==> config.mk <==
export PLATFORM = sky130hd
export DESIGN_NAME = spi_target
export DESIGN_NICKNAME = d
export VERILOG_FILES = /design/src/rtl/spi_target.sv
export SDC_FILE = /design/constraint.sdc
export NUM_CORES = 1
export LEC_CHECK = 0
export ABC_AREA = 1
export CAP_MARGIN = 10
export CORE_AREA = 2 2 139 114
export DETAILED_ROUTE_END_ITERATION = 10
export DIE_AREA = 0 0 141 116
export PLACE_DENSITY_LB_ADDON = 0.1
export SYNTH_ARGS = -nofsm -noshare
export SYNTH_HDL_FRONTEND = slang
export SYNTH_SLANG_ARGS = --single-unit
export TNS_END_PERCENT = 50
==> constraint.sdc <==
create_clock -name clk_in -period 3.75 [get_ports clk_in]
set_input_delay 0.5625 -clock clk_in [delete_from_list [all_inputs] [get_ports clk_in]]
set_output_delay 0.5625 -clock clk_in [all_outputs]
set_load 0.01 [all_outputs]
==> src/rtl/spi_target.sv <==
// SPI mode 3 target (CPOL=1, CPHA=1, MSB first), fully synchronous to clk_in.
// Receives SIZE bits into r_data_out and shifts out a response word loaded at CS fall.
module spi_target #(
  parameter int SIZE        = 40,
  parameter int SYNC_STAGES = 2
) (
  input  logic            clk_in,
  input  logic            reset_in,
  input  logic            sclk_in,
  input  logic            cs_n_in,
  input  logic            mosi_in,
  output logic            miso_out,
  output logic            miso_oe_out,
  input  logic [SIZE-1:0] data_in,
  output logic [SIZE-1:0] r_data_out,
  output logic            r_valid_out,
  output logic            r_busy_out,
  output logic            r_frame_error_out
);

  localparam int CNT_W = $clog2(SIZE + 1);
  localparam int REL_W = $clog2(SYNC_STAGES + 1);

  typedef enum logic [1:0] {RELEASE, IDLE, SHIFT, DONE} state_t;

  state_t                 state;
  logic [SYNC_STAGES-1:0] sclk_sync, cs_n_sync, mosi_sync;
  logic                   sclk_d, cs_n_d;
  logic [CNT_W-1:0]       bit_cnt;
  logic [REL_W-1:0]       rel_cnt;
  logic [SIZE-1:0]        tx;
  // The newest bit comes straight from the synchronizer, so only SIZE-1 bits are stored.
  logic [SIZE-2:0]        rx;
  logic [SIZE-1:0]        rx_next;

  logic sclk_s, cs_n_s, mosi_s;
  logic sclk_rise, sclk_fall, cs_fall, cs_rise, last_rise;

  always_ff @(posedge clk_in) begin
    if (reset_in) begin
      sclk_sync <= '1;
      cs_n_sync <= '1;
      mosi_sync <= '0;
      sclk_d    <= 1'b1;
      cs_n_d    <= 1'b1;
    end else begin
      sclk_sync <= {sclk_sync[SYNC_STAGES-2:0], sclk_in};
      cs_n_sync <= {cs_n_sync[SYNC_STAGES-2:0], cs_n_in};
      mosi_sync <= {mosi_sync[SYNC_STAGES-2:0], mosi_in};
      sclk_d    <= sclk_sync[SYNC_STAGES-1];
      cs_n_d    <= cs_n_sync[SYNC_STAGES-1];
    end
  end

  assign sclk_s    = sclk_sync[SYNC_STAGES-1];
  assign cs_n_s    = cs_n_sync[SYNC_STAGES-1];
  assign mosi_s    = mosi_sync[SYNC_STAGES-1];
  assign sclk_rise = sclk_s & ~sclk_d;
  assign sclk_fall = ~sclk_s & sclk_d;
  assign cs_fall   = ~cs_n_s & cs_n_d;
  assign cs_rise   = cs_n_s & ~cs_n_d;
  assign last_rise = sclk_rise && (bit_cnt == CNT_W'(SIZE - 1));
  assign rx_next   = {rx, mosi_s};

  assign miso_out  = (state == SHIFT) ? tx[SIZE-1] : 1'b1;

  always_ff @(posedge clk_in) begin
    if (reset_in) begin
      // NOTE: shift registers are reset too, so nothing stale can leak onto MISO or r_data_out.
      state             <= RELEASE;
      rel_cnt           <= '0;
      bit_cnt           <= '0;
      tx                <= '0;
      rx                <= '0;
      r_data_out        <= '0;
      r_valid_out       <= 1'b0;
      r_frame_error_out <= 1'b0;
      r_busy_out        <= 1'b0;
      miso_oe_out       <= 1'b0;
    end else begin
      r_valid_out       <= 1'b0;
      r_frame_error_out <= 1'b0;
      case (state)
        // Wait for the cs_n chain to refill from the pin, so its reset value of 1 is not
        // taken for a released CS while the initiator is still mid-frame.
        RELEASE: begin
          if (rel_cnt != REL_W'(SYNC_STAGES)) begin
            rel_cnt <= rel_cnt + REL_W'(1);
          end else if (cs_n_s) begin
            rel_cnt <= '0;
            state   <= IDLE;
          end
        end
        IDLE: begin
          if (cs_fall) begin
            tx          <= data_in;
            rx          <= '0;
            bit_cnt     <= '0;
            r_busy_out  <= 1'b1;
            miso_oe_out <= 1'b1;
            state       <= SHIFT;
          end
        end
        SHIFT: begin
          if (sclk_rise) begin
            rx      <= rx_next[SIZE-2:0];
            bit_cnt <= bit_cnt + CNT_W'(1);
          end
          if (sclk_fall && bit_cnt != '0) tx <= {tx[SIZE-2:0], 1'b0};
          // A final rising edge beats a simultaneous CS rise: the frame counts as complete.
          if (last_rise) begin
            r_data_out  <= rx_next;
            r_valid_out <= 1'b1;
            if (cs_rise) begin
              r_busy_out  <= 1'b0;
              miso_oe_out <= 1'b0;
              state       <= IDLE;
            end else begin
              state <= DONE;
            end
          end else if (cs_rise) begin
            r_frame_error_out <= 1'b1;
            r_busy_out        <= 1'b0;
            miso_oe_out       <= 1'b0;
            state             <= IDLE;
          end
        end
        DONE: begin
          if (cs_rise) begin
            r_busy_out  <= 1'b0;
            miso_oe_out <= 1'b0;
            state       <= IDLE;
          end
        end
        default: state <= RELEASE;
      endcase
    end
  end

endmodule

==> key figures <==
GRT
  – Overall Global Routing Usage: 16.1%
  – M3 GR Usage: around 4.5%
  – Global-route wire length before repair: 21.5 mm
  – Initial antenna violation count: 0
  – Met1 usage: between 20 and 25%
  – Busiest grt layer: met2
  – Met2 Use GR: 25.1%
  – Vias in the first global route: 4635
  – Pin count of the biggest net entering global routing: 83
  – Congestion Overflow GR: 0

Placement
  – Placed instance area: 6750 um2
  – Final HPWL DP: 7.70 mm
  – GP Congestion: 0.713
  – I/O Buffers: slightly below 90

Yosys
  – Synth Warn #: 0
  – Synth Area in XOR/XNOR: 0%
  – Synth Area in Adders: 0.425%
  – Mapped Area: a little under 6000 um2
  – Post-synthesis mux area share: 0%
  – Seq cells post-synth: between 100 and 150
  – Syn Area/Cell: 7.24 um2
  – Post-synthesis simple-gate area fraction: 25.7%
  – Compound-gate portion of the synthesized area: between 15 and 20%
  – Main combinational cell family by area after synthesis: simple AND/OR/NAND/NOR gates
  – Syn nets: roughly 860
  – Library cells used by synthesis: 29
  – Post-Syn Instances: 814
  – Register area share after synthesis: 47.6%

Flow run
  – Max_cap viols: 0

Cells and area
  – Most frequent cells in the layout: nand2_1 (180), dfxtp_1 (140), a21oi_1 (98), nor2_1 (96), clkdlybuf4s50_1 (89)
  – NumNets Final: slightly above 900
  – Layout cells sized above 1: under 10%
  – Fin area: 7350 um2
  – Area delta synth->final: 24.9%
  – Ant. Diodes: 0
  – Commonest non-fill, non-tap cell in the layout: nand2_1

Pwr
  – Clk pwr share: 49.2%
  – Register share of total power: 44.6%
  – Max VDD drop: 0.336 mV
  – Pwr Total: 0.00349 W
  – Int Power: 0.00269 W
  – LEAKAGE: 3.18 nW
  – Power Dens Cells: 474 nW/um2
  – Logic pwr share: 6.2%
  – Switch Pwr: between 0.0007 and 0.0008 W
  – Sw frac: a little under a quarter

Timing
  – RSZ-0062 raised after global routing: no
  – Fin crit period: around 2.8 ns
  – Clk_skew: between 0.01 and 0.015 ns
  – Rel. slew slack: 43.3%
  – Final period util: 73.8%
  – Fmax: 361 MHz
  – # setup viols final: 0
  – Setup TNS: 0 ns
  – Final max-slew violation count: 0
  – Worst-Margin Slew: 0.850 ns
  – Final hold violation count: 0

CTS
  – Max Root-Sink Buffers: 2
  – CTS Sinks: 140
  – CTS root buffer: clkbuf_16
  – Hold-fix buffers, CTS: 0
  – Clock Latency Late Sink: 0.42 ns
  – Resize count post-CTS: 0
  – Clk pin slew, worst setup/hold paths: 0.06 ns
  – # H-tree levels: 4
  – CTS tree: yes
  – TritonCTS Buffers: 17
  – Setup bufs post-CTS: 0

Floorplan
  – Die Wd: about 140 um
  – Die height: 116 um
  – Full die area: 16400 um2
  – Core region area: 14900 um2
  – Std-Cell Rows: 40
  – I/O pin cnt: 90
  – Initial Util: 39.6%

Worst setup path
  – CP required: 3.19 ns
  – CP Launch Point: state[1]
  – Worst EP arrival: about 2.2 ns
  – Worst-path fanout max: between 40 and 50
  – Critical path class: reg -> out
  – Crit end category: output port
  – Reg2reg start: state[0]
  – CP startpoint kind: flop

Routing
  – DRC viols: 0
  – Vias per cell: 4.85
  – Via count: 5191
  – Pre-antenna DRT Iters: 5
  – Total Wirelength: roughly 13 mm
  – Per-cell routed wire length: 12.1 um
  – DRT antenna net count: 0
  – Starting DRC count in detailed routing: 263

Status
  – Outcome: completed

Worst hold path
  – Worst hold path type: reg -> reg
  – Hold path startpoint: sclk_sync[0]
-- cells by family after synthesis --
family,after synthesis
compound gates,191
fa+ha+maj,2
buf+inv,117
flops,140
simple gates,364
-- cell usage after synthesis (all sizes together) --
library cell	number	area share, %
o211ai	1	0.13
nand2	185	12
buf	36	4.2
dfxtp	140	48
nand4	3	0.32
o21ai	83	7.1
ha	2	0.42
nor3	2	0.25
clkbuf	25	1.6
nor4	1	0.11
a21oi	107	9.7
nor2	99	6.5
nor3b	1	0.13
or2	5	0.53
inv	56	3.6
nand3	68	5.8
-- power by group through the flow --
| stage | combinational, W | sequential, W | clock (W) |
|---|---|---|---|
| final | 0.000217 | 0.00155 | 0.00171 |
| after global routing | 0.000246 | 0.00156 | 0.00182 |
| after floorplan | 0.000147 | 0.00158 | 0 |
| after global placement | 0.000215 | 0.00158 | 0 |
| after detailed placement | 0.000218 | 0.00159 | 0 |
| after CTS | 0.000219 | 0.00155 | 0.00175 |
-- through the flow --
stage / hold WS [ns] / utilization, % / setup slack [ns] / cells
CTS: 0.411 / 49.5 / 0.962 / 1070
detailed placement: 0.396 / 45.4 / 1.25 / 1038
global route: 0.432 / 49.5 / 0.817 / 1070
finish: 0.409 / 49.5 / 0.983 / 1070
floorplan: 0.388 / - / 2.14 / 814
global placement: 0.396 / 45.4 / 1.31 / 1038
-- critical path, stage by stage (launching register included) --
cell and delay, ns:
dfxtp_1 0.45, inv_2 0.09, nor2_4 0.13, buf_4 0.43, nand2_1 0.15, clkdlybuf4s50_1 0.52
-- cell type report --
cell class	instances	area [um2]
repair buffers	96	956
fillers	1440	7510
clock buffers	19	443
well taps	189	236
inverters	56	214
multi-input cells	557	2540
flip-flops and latches	140	2800
clock inverters	13	164
-- worst paths after layout --
| path | slack [ns] | depth (start not counted) | endpoint |
|---|---|---|---|
| setup / recovery | 0.98 | 5 | miso_out |
| hold / removal | 0.41 | 1 | sclk_sync[1] |
| setup reg to reg | 1.25 | 8 | tx[16] |
| hold reg to reg | 0.41 | 1 | sclk_sync[1] |
-- state kept, by name (all words and copies together), names as in the netlist --
register,flops
bit_cnt,6
tx,40
r_busy_out,1
sclk_sync,2
r_valid_out,1
cs_n_sync,2
state,2
mosi_sync,2
rx,39
rel_cnt,2
r_data_out,40
r_frame_error_out,1
cs_n_d,1
sclk_d,1
-- metal layers --
metal	vias to the layer above	part of all wire, %
met1	2349	52
met4	0	0.81
met2	97	43
met5	-	0
li1	2738	-
met3	7	4.2
(Power assumes the default switching activity.)
